--- config.mk ---
export PLATFORM = sky130hd
export DESIGN_NAME = vga_pixel_timing_flat
export DESIGN_NICKNAME = d
export VERILOG_FILES = /design/src/rtl/vga_pkg.sv /design/src/rtl/vga_pixel_timing_if.sv /design/src/rtl/vga_wrap_counter.sv /design/src/rtl/vga_pixel_timing.sv /design/src/flat_wrapper.sv
export SDC_FILE = /design/constraint.sdc
export NUM_CORES = 1
export LEC_CHECK = 0
export CORE_ASPECT_RATIO = 2
export CORE_MARGIN = 3
export CORE_UTILIZATION = 40
export CTS_BUF_LIST = sky130_fd_sc_hd__clkbuf_4 sky130_fd_sc_hd__clkbuf_8
export CTS_CLUSTER_DIAMETER = 60
export CTS_CLUSTER_SIZE = 10
export DETAILED_ROUTE_END_ITERATION = 8
export GPL_TIMING_DRIVEN = 0
export PLACE_DENSITY_LB_ADDON = 0.25
export RECOVER_POWER = 25
export SKIP_CTS_REPAIR_TIMING = 1
export SLEW_MARGIN = 5
export SYNTH_ARGS = -nofsm -noshare
export SYNTH_HDL_FRONTEND = slang
export SYNTH_SLANG_ARGS = --single-unit
--- constraint.sdc ---
create_clock -name clock -period 1.8 [get_ports clock]
set_input_delay 0.36 -clock clock [delete_from_list [all_inputs] [get_ports clock]]
set_output_delay 0.36 -clock clock [all_outputs]
set_load 0.03 [all_outputs]
--- src/rtl/vga_pkg.sv ---
// rtl/vga_pkg.sv - shared VGA timing constants, colour type and window helper
// Default timing is 640x480 at 800x525 totals.
// rgb_t packs the renderer colour as {r[1:0], g[1:0], b[1:0]}.
package vga_pkg;

    localparam int PX_W = 10;

    localparam int DEF_CLK_DIV = 2;
    localparam int DEF_H_VIS   = 640;
    localparam int DEF_H_FP    = 16;
    localparam int DEF_H_SYNC  = 96;
    localparam int DEF_H_BP    = 48;
    localparam int DEF_V_VIS   = 480;
    localparam int DEF_V_FP    = 10;
    localparam int DEF_V_SYNC  = 2;
    localparam int DEF_V_BP    = 33;

    localparam int DEF_H_TOTAL = DEF_H_VIS + DEF_H_FP + DEF_H_SYNC + DEF_H_BP;
    localparam int DEF_V_TOTAL = DEF_V_VIS + DEF_V_FP + DEF_V_SYNC + DEF_V_BP;

    typedef struct packed {
        logic [1:0] r;
        logic [1:0] g;
        logic [1:0] b;
    } rgb_t;

    // True when v lies in [lo, lo+len-1].
    function automatic logic in_window(logic [PX_W-1:0] v, logic [PX_W-1:0] lo,
                                       logic [PX_W-1:0] len);
        return (v >= lo) && (v < lo + len);
    endfunction

endpackage

--- src/rtl/vga_pixel_timing_if.sv ---
// rtl/vga_pixel_timing_if.sv - renderer and DAC signal bundle of the timing generator
// master: timing generator (drives coordinates and DAC, samples rgb_in)
// slave : renderer/DAC side (samples coordinates and DAC, drives rgb_in)
interface vga_pixel_timing_if;
    import vga_pkg::*;

    logic [PX_W-1:0] px_x;
    logic [PX_W-1:0] px_y;
    logic            px_valid;
    logic            frame_start;
    rgb_t            rgb_in;
    logic            vga_clk;
    logic            vga_blank;
    logic            hsync;
    logic            vsync;
    logic [1:0]      red;
    logic [1:0]      green;
    logic [1:0]      blue;

    modport master (
        output px_x, px_y, px_valid, frame_start,
        output vga_clk, vga_blank, hsync, vsync, red, green, blue,
        input  rgb_in
    );

    modport slave (
        input  px_x, px_y, px_valid, frame_start,
        input  vga_clk, vga_blank, hsync, vsync, red, green, blue,
        output rgb_in
    );

endinterface

--- src/rtl/vga_wrap_counter.sv ---
// rtl/vga_wrap_counter.sv - modulo counter with increment enable and wrap flag
// Ports: clock, reset (sync active-low), inc (advance), count (current),
//        count_next (value after this clock), wrap (inc while at MODULUS-1).
module vga_wrap_counter #(
    parameter int MODULUS = 800,
    parameter int W       = 10
) (
    input  logic         clock,
    input  logic         reset,
    input  logic         inc,
    output logic [W-1:0] count,
    output logic [W-1:0] count_next,
    output logic         wrap
);

    logic [W-1:0] count_q;
    logic [W-1:0] count_d;

    always_comb begin
        wrap    = inc && (count_q == W'(MODULUS - 1));
        count_d = count_q;
        if (inc) begin
            count_d = wrap ? '0 : count_q + W'(1);
        end
    end

    always_ff @(posedge clock) begin
        if (!reset) begin
            count_q <= '0;
        end else begin
            count_q <= count_d;
        end
    end

    assign count      = count_q;
    assign count_next = count_d;

endmodule

--- src/rtl/vga_pixel_timing.sv ---
// rtl/vga_pixel_timing.sv - VGA pixel timing generator with one-period renderer latency
// Ports: clock, reset (sync active-low), en (run enable, freezes everything when 0),
//        vif (master): coordinates to the renderer, rgb_in back, DAC outputs.
// The DAC stage lags the issued coordinate by one pixel period so that sync,
// blank and colour all describe the same pixel.
module vga_pixel_timing
    import vga_pkg::*;
#(
    parameter int CLK_DIV = DEF_CLK_DIV,
    parameter int H_VIS   = DEF_H_VIS,
    parameter int H_FP    = DEF_H_FP,
    parameter int H_SYNC  = DEF_H_SYNC,
    parameter int H_BP    = DEF_H_BP,
    parameter int V_VIS   = DEF_V_VIS,
    parameter int V_FP    = DEF_V_FP,
    parameter int V_SYNC  = DEF_V_SYNC,
    parameter int V_BP    = DEF_V_BP
) (
    input  logic                clock,
    input  logic                reset,
    input  logic                en,
    vga_pixel_timing_if.master  vif
);

    localparam int H_TOTAL = H_VIS + H_FP + H_SYNC + H_BP;
    localparam int V_TOTAL = V_VIS + V_FP + V_SYNC + V_BP;
    localparam int DW      = $clog2(CLK_DIV);
    localparam logic [DW-1:0] DIV_LAST = DW'(CLK_DIV - 1);
    localparam logic [DW-1:0] DIV_HALF = DW'(CLK_DIV / 2);

    logic [DW-1:0]   div_q, div_d;
    logic            tick;
    logic [PX_W-1:0] hcount, hcount_next, vcount, vcount_next;
    logic            h_wrap, v_wrap;

    logic vga_clk_q, vga_clk_d;
    logic px_valid_q, px_valid_d;
    logic frame_start_q, frame_start_d;
    logic start_pend_q, start_pend_d;
    logic hsync_q, hsync_d;
    logic vsync_q, vsync_d;
    logic vga_blank_q, vga_blank_d;
    rgb_t rgb_q, rgb_d;

    // Dropping en on the terminal count suppresses the tick entirely.
    assign tick = en && (div_q == DIV_LAST);

    always_comb begin
        div_d = div_q;
        if (en) begin
            div_d = (div_q == DIV_LAST) ? '0 : div_q + DW'(1);
        end
        // Registered from the next divider value, so vga_clk tracks div_q exactly.
        vga_clk_d = (div_d >= DIV_HALF);
    end

    vga_wrap_counter #(.MODULUS(H_TOTAL), .W(PX_W)) u_hcount (
        .clock      (clock),
        .reset      (reset),
        .inc        (tick),
        .count      (hcount),
        .count_next (hcount_next),
        .wrap       (h_wrap)
    );

    vga_wrap_counter #(.MODULUS(V_TOTAL), .W(PX_W)) u_vcount (
        .clock      (clock),
        .reset      (reset),
        .inc        (h_wrap),
        .count      (vcount),
        .count_next (vcount_next),
        .wrap       (v_wrap)
    );

    always_comb begin
        px_valid_d  = px_valid_q;
        hsync_d     = hsync_q;
        vsync_d     = vsync_q;
        vga_blank_d = vga_blank_q;
        rgb_d       = rgb_q;
        if (tick) begin
            px_valid_d  = (hcount_next < PX_W'(H_VIS)) && (vcount_next < PX_W'(V_VIS));
            // The coordinate whose period ends now goes to the DAC. Its px_valid
            // gates colour, so the dummy (0,0) period after reset stays blank.
            hsync_d     = !in_window(hcount, PX_W'(H_VIS + H_FP), PX_W'(H_SYNC));
            vsync_d     = !in_window(vcount, PX_W'(V_VIS + V_FP), PX_W'(V_SYNC));
            vga_blank_d = px_valid_q;
            rgb_d       = px_valid_q ? vif.rgb_in : '0;
        end
        // Reset parks the counters on (0,0); that issue is announced on the
        // first enabled clock after release, later ones on the wrap tick.
        frame_start_d = (tick && h_wrap && v_wrap) || (start_pend_q && en);
        start_pend_d  = start_pend_q && !en;
    end

    always_ff @(posedge clock) begin
        if (!reset) begin
            div_q         <= '0;
            vga_clk_q     <= 1'b0;
            px_valid_q    <= 1'b0;
            frame_start_q <= 1'b0;
            start_pend_q  <= 1'b1;
            hsync_q       <= 1'b1;
            vsync_q       <= 1'b1;
            vga_blank_q   <= 1'b0;
            rgb_q         <= '0;
        end else begin
            div_q         <= div_d;
            vga_clk_q     <= vga_clk_d;
            px_valid_q    <= px_valid_d;
            frame_start_q <= frame_start_d;
            start_pend_q  <= start_pend_d;
            hsync_q       <= hsync_d;
            vsync_q       <= vsync_d;
            vga_blank_q   <= vga_blank_d;
            rgb_q         <= rgb_d;
        end
    end

    assign vif.px_x        = hcount;
    assign vif.px_y        = vcount;
    assign vif.px_valid    = px_valid_q;
    assign vif.frame_start = frame_start_q;
    assign vif.vga_clk     = vga_clk_q;
    assign vif.vga_blank   = vga_blank_q;
    assign vif.hsync       = hsync_q;
    assign vif.vsync       = vsync_q;
    assign vif.red         = rgb_q.r;
    assign vif.green       = rgb_q.g;
    assign vif.blue        = rgb_q.b;

endmodule
--- src/flat_wrapper.sv ---
// flat-port wrapper written by rule: the top's interface ports become plain ports
module vga_pixel_timing_flat import vga_pkg::*;
#(
    parameter int CLK_DIV = DEF_CLK_DIV,
    parameter int H_VIS   = DEF_H_VIS,
    parameter int H_FP    = DEF_H_FP,
    parameter int H_SYNC  = DEF_H_SYNC,
    parameter int H_BP    = DEF_H_BP,
    parameter int V_VIS   = DEF_V_VIS,
    parameter int V_FP    = DEF_V_FP,
    parameter int V_SYNC  = DEF_V_SYNC,
    parameter int V_BP    = DEF_V_BP
)
  (clock, reset, en, vif_px_x, vif_px_y, vif_px_valid, vif_frame_start, vif_vga_clk, vif_vga_blank, vif_hsync, vif_vsync, vif_red, vif_green, vif_blue, vif_rgb_in);
  vga_pixel_timing_if vif_i ();
  input  logic clock;
  input  logic reset;
  input  logic en;
  output wire logic [$bits(vif_i.px_x)-1:0] vif_px_x;
  output wire logic [$bits(vif_i.px_y)-1:0] vif_px_y;
  output wire logic [$bits(vif_i.px_valid)-1:0] vif_px_valid;
  output wire logic [$bits(vif_i.frame_start)-1:0] vif_frame_start;
  output wire logic [$bits(vif_i.vga_clk)-1:0] vif_vga_clk;
  output wire logic [$bits(vif_i.vga_blank)-1:0] vif_vga_blank;
  output wire logic [$bits(vif_i.hsync)-1:0] vif_hsync;
  output wire logic [$bits(vif_i.vsync)-1:0] vif_vsync;
  output wire logic [$bits(vif_i.red)-1:0] vif_red;
  output wire logic [$bits(vif_i.green)-1:0] vif_green;
  output wire logic [$bits(vif_i.blue)-1:0] vif_blue;
  input wire logic [$bits(vif_i.rgb_in)-1:0] vif_rgb_in;
  assign vif_px_x = vif_i.px_x;
  assign vif_px_y = vif_i.px_y;
  assign vif_px_valid = vif_i.px_valid;
  assign vif_frame_start = vif_i.frame_start;
  assign vif_vga_clk = vif_i.vga_clk;
  assign vif_vga_blank = vif_i.vga_blank;
  assign vif_hsync = vif_i.hsync;
  assign vif_vsync = vif_i.vsync;
  assign vif_red = vif_i.red;
  assign vif_green = vif_i.green;
  assign vif_blue = vif_i.blue;
  assign vif_i.rgb_in = vif_rgb_in;
  vga_pixel_timing #(.CLK_DIV(CLK_DIV), .H_VIS(H_VIS), .H_FP(H_FP), .H_SYNC(H_SYNC), .H_BP(H_BP), .V_VIS(V_VIS), .V_FP(V_FP), .V_SYNC(V_SYNC), .V_BP(V_BP)) u_core (.clock(clock), .reset(reset), .en(en), .vif(vif_i));
endmodule
==> impl_metrics.py <==
metrics = {
    "logic_synthesis": {
        "synth_edf_count": 0,
        "synth.avg_cell_area_um2": 8.656,
        "yosys_warnings": 0,
        "synth_cell_type_count": 44,
        "async_reset_ff_frac": 0,
        "ys_ff_latch": 33,
        "syn-num-nets": 210,
        "synth_ff_type": "dfxtp_1",
        "syn-cell-area_um2": 1688,
        "yosysSeqAreaShare": 0.3914,
        "synthCells": 195,
    },
    "layout": {
        "layout_commonest_cell": "dfxtp_1",
        "final_nets": 260,
        "drive_gt1_frac": 0.1179,
        "fillers": 374,
        "final_cell_mix": "dfxtp_1 (31), clkdlybuf4s50_1 (25), nor2b_1 (17), nor2_1 (17)",
        "n_antenna_cell": 0,
        "synthToLayoutAreaGrowth_pct": 34.40,
        "final_cells": 297,
    },
    "route": {
        "totalWireLength_um": 4039,
        "routed_via_density": 5.162,
        "first_iter_violations": 8,
        "vias": 1533,
        "drtPass1Iterations": 4,
        "ant_nets": 0,
        "wl_per_cell_um": 13.60,
        "drc_errors": 0,
    },
    "pwr": {
        "power_uw": 1406,
        "ir_worst_vdd_mv": 0.6329,
        "p_leak_uw": 0.0008925,
        "p_per_area_nw_per_um2": 620.0,
    },
    "sta": {
        "fin_crit_sh": 0.9764,
        "skew_ns": 0.004103,
        "max_freq_ghz": 0.5690,
        "fin_crit_ns": 1.758,
        "slew-limit-headroom": 0.7082,
        "slew_viol_final": 0,
        "setup_ws_ns": 0.04239,
        "tightest_slew_ns": 0.4377,
        "hold_viol_final": 0,
        "finalSetupViolCount": 0,
    },
    "clock_network": {
        "cts_buffers": 5,
        "h-tree-depth": 2,
        "max-clock-path-buffers": 2,
        "cts_num_sinks": 33,
        "worstSkewPairLatency_ns": 0.28,
        "cts_tree": "done",
        "root_buffer": "clkbuf_8",
        "clk_pin_slew_ns": 0.07,
    },
    "worst_setup_path": {
        "rrSetupSlack_ns": 0.09,
        "critPathBufInv": 1,
        "critPathArrivalTime_ns": 1.40,
        "critPathMaxFanout": 5,
        "r2r_cells": 7,
        "max_stage_delay_ns": 0.70,
        "cp_top_family": "buffers and inverters",
        "required_ns": 1.44,
        "critPathKind": "reg2out",
        "crit_path_start_kind": "flip-flop",
        "critPathLaunch": "u_core.u_hcount.count[2]$_SDFFE_PN0N_",
        "r2r_start": "u_core.vif.vga_clk$_SDFF_PN0_",
        "crit_path_end_kind": "output port",
        "path_cells": "clkdlybuf4s50_1",
        "r2r_end": "u_core.vif.px_valid$_SDFFE_PN0N_",
        "cp_slowest_cell": "clkdlybuf4s50_1",
    },
    "placed_design": {
        "numPlacedInstances": 286,
        "dp_hpwl_um": 2941,
        "post-place-ws_ns": -0.6448,
        "gp_congestion": 0.8832,
        "port-buffer-count": 40,
    },
    "hold_path": {
        "hold_depth": 2,
        "hold_end": "u_core.start_pend_q$_SDFF_PN1_",
        "hold_class": "in2reg",
        "holdCritStartpoint": "en",
    },
    "die": {
        "start_util": 0.4258,
        "fp.dieW_um": 51.93,
        "fp.dieArea_um2": 5082,
        "core-area_um2": 3964,
        "fp-row-count": 32,
        "ios": 41,
        "fp.dieH_um": 97.87,
    },
    "global_route": {
        "grtUsageMet2": 0.2871,
        "grt_pass1_wl_um": 6658,
        "globalRouteMet3Util": 0.03359,
        "antenna_found_initial": 0,
        "grt.overflow.total": 0,
        "grt_use_total": 0.1684,
        "busiest_layer": "met2",
        "grt_start_max_net_pins": 12,
        "met1_usage": 0.1851,
        "grt_pass1_vias": 1446,
    },
    "outcome": {
        "outcome": "finished clean",
    },
    "run": {
        "cap_viol_max_count": 0,
    },
}
state kept, by name, indices dropped and copies added (netlist names):
register / cells
u_core.u_hcount.count: 10
u_core.u_vcount.count: 10
u_core.vif.blue: 2
u_core.vif.green: 2
u_core.vif.red: 2
u_core.start_pend_q: 1
u_core.vif.frame_start: 1
u_core.vif.hsync: 1
u_core.vif.px_valid: 1
u_core.vif.vga_blank: 1
u_core.vif.vga_clk: 1
u_core.vif.vsync: 1
area by class of cell:
class / instances / area, um^2 / area share
Sequential cell: 33 / 663.1 / 0.2923
Clock inverter: 3 / 17.52 / 0.007722
Clock buffer: 5 / 68.82 / 0.03034
Inverter: 11 / 41.29 / 0.01820
Multi-Input combinational cell: 144 / 996.0 / 0.4391
Buffer: 8 / 46.29 / 0.02041
Tap cell: 51 / 63.81 / 0.02813
Timing Repair Buffer: 42 / 371.6 / 0.1638
stage by stage:
stage	hold WS, ns	instance area [um^2]	utilization	setup TNS (ns)
after floorplan	0.4351	1692	-	0
after global placement	0.4564	2156	0.5439	-12.09
after detailed placement	0.4579	2156	0.5439	-12.16
after CTS	0.4683	2242	0.5657	-3.794
after global routing	0.4327	2268	0.5723	-0.006091
final	0.4115	2268	0.5723	0
cell usage after synthesis (3+ instances only):
master / number / area [um^2]
nor3_1: 7 / 35.03
nand2_1: 13 / 48.80
nand4_1: 7 / 43.79
xor2_1: 5 / 43.79
nor2_1: 17 / 63.81
dfxtp_1: 33 / 660.6
inv_1: 11 / 41.29
ha_1: 6 / 75.07
xnor2_1: 10 / 87.58
nand3_1: 9 / 45.04
clkbuf_1: 4 / 15.01
and4_1: 3 / 26.28
o21ai_0: 5 / 25.02
nor2b_1: 17 / 106.4
a21oi_1: 8 / 40.04
and2_1: 6 / 37.54
nor4_1: 3 / 18.77
cell families after synthesis:
| family | count (synthesis) | synth area share |
|---|---|---|
| AND/OR/NAND/NOR | 98 | 0.3395 |
| buffers and inverters | 19 | 0.05041 |
| XOR/XNOR | 15 | 0.07783 |
| multiplexers | 1 | 0.005931 |
| adder cells (fa/ha/maj) | 6 | 0.04448 |
| flip-flops | 33 | 0.3914 |
| AO/OA/AOI/OAI | 23 | 0.09044 |
per-layer routing:
| layer | part of all wire | vias up |
|---|---|---|
| li1 | - | 770 |
| met4 | 0.035 | 0 |
| met2 | 0.56 | 43 |
| met1 | 0.37 | 707 |
| met3 | 0.039 | 13 |
| met5 | 0 | - |
worst max path at each step:
stage                                                  to  slack (ns)  cells after the start
floorplan           u_core.u_vcount.count[4]$_SDFFE_PN0N_        0.06                      7
global placement         u_core.vif.px_valid$_SDFFE_PN0N_       -0.62                      7
detailed placement       u_core.vif.px_valid$_SDFFE_PN0N_       -0.64                      7
CTS                      u_core.vif.px_valid$_SDFFE_PN0N_       -0.34                      7
global route        u_core.u_vcount.count[4]$_SDFFE_PN0N_      -0.006                      7
finish                                        vif_px_x[2]        0.04                      1
power by group:
group | total, uW | internal (uW) | switching (uW) | leakage [uW]
logic | 113 | 52.6 | 60.8 | 0.000581
registers | 749 | 741 | 8.70 | 0.000268
clock network | 544 | 266 | 277 | 0.0000439
total | 1410 | 1060 | 347 | 0.000893
No activity file was read; power rests on OpenSTA's default activity.
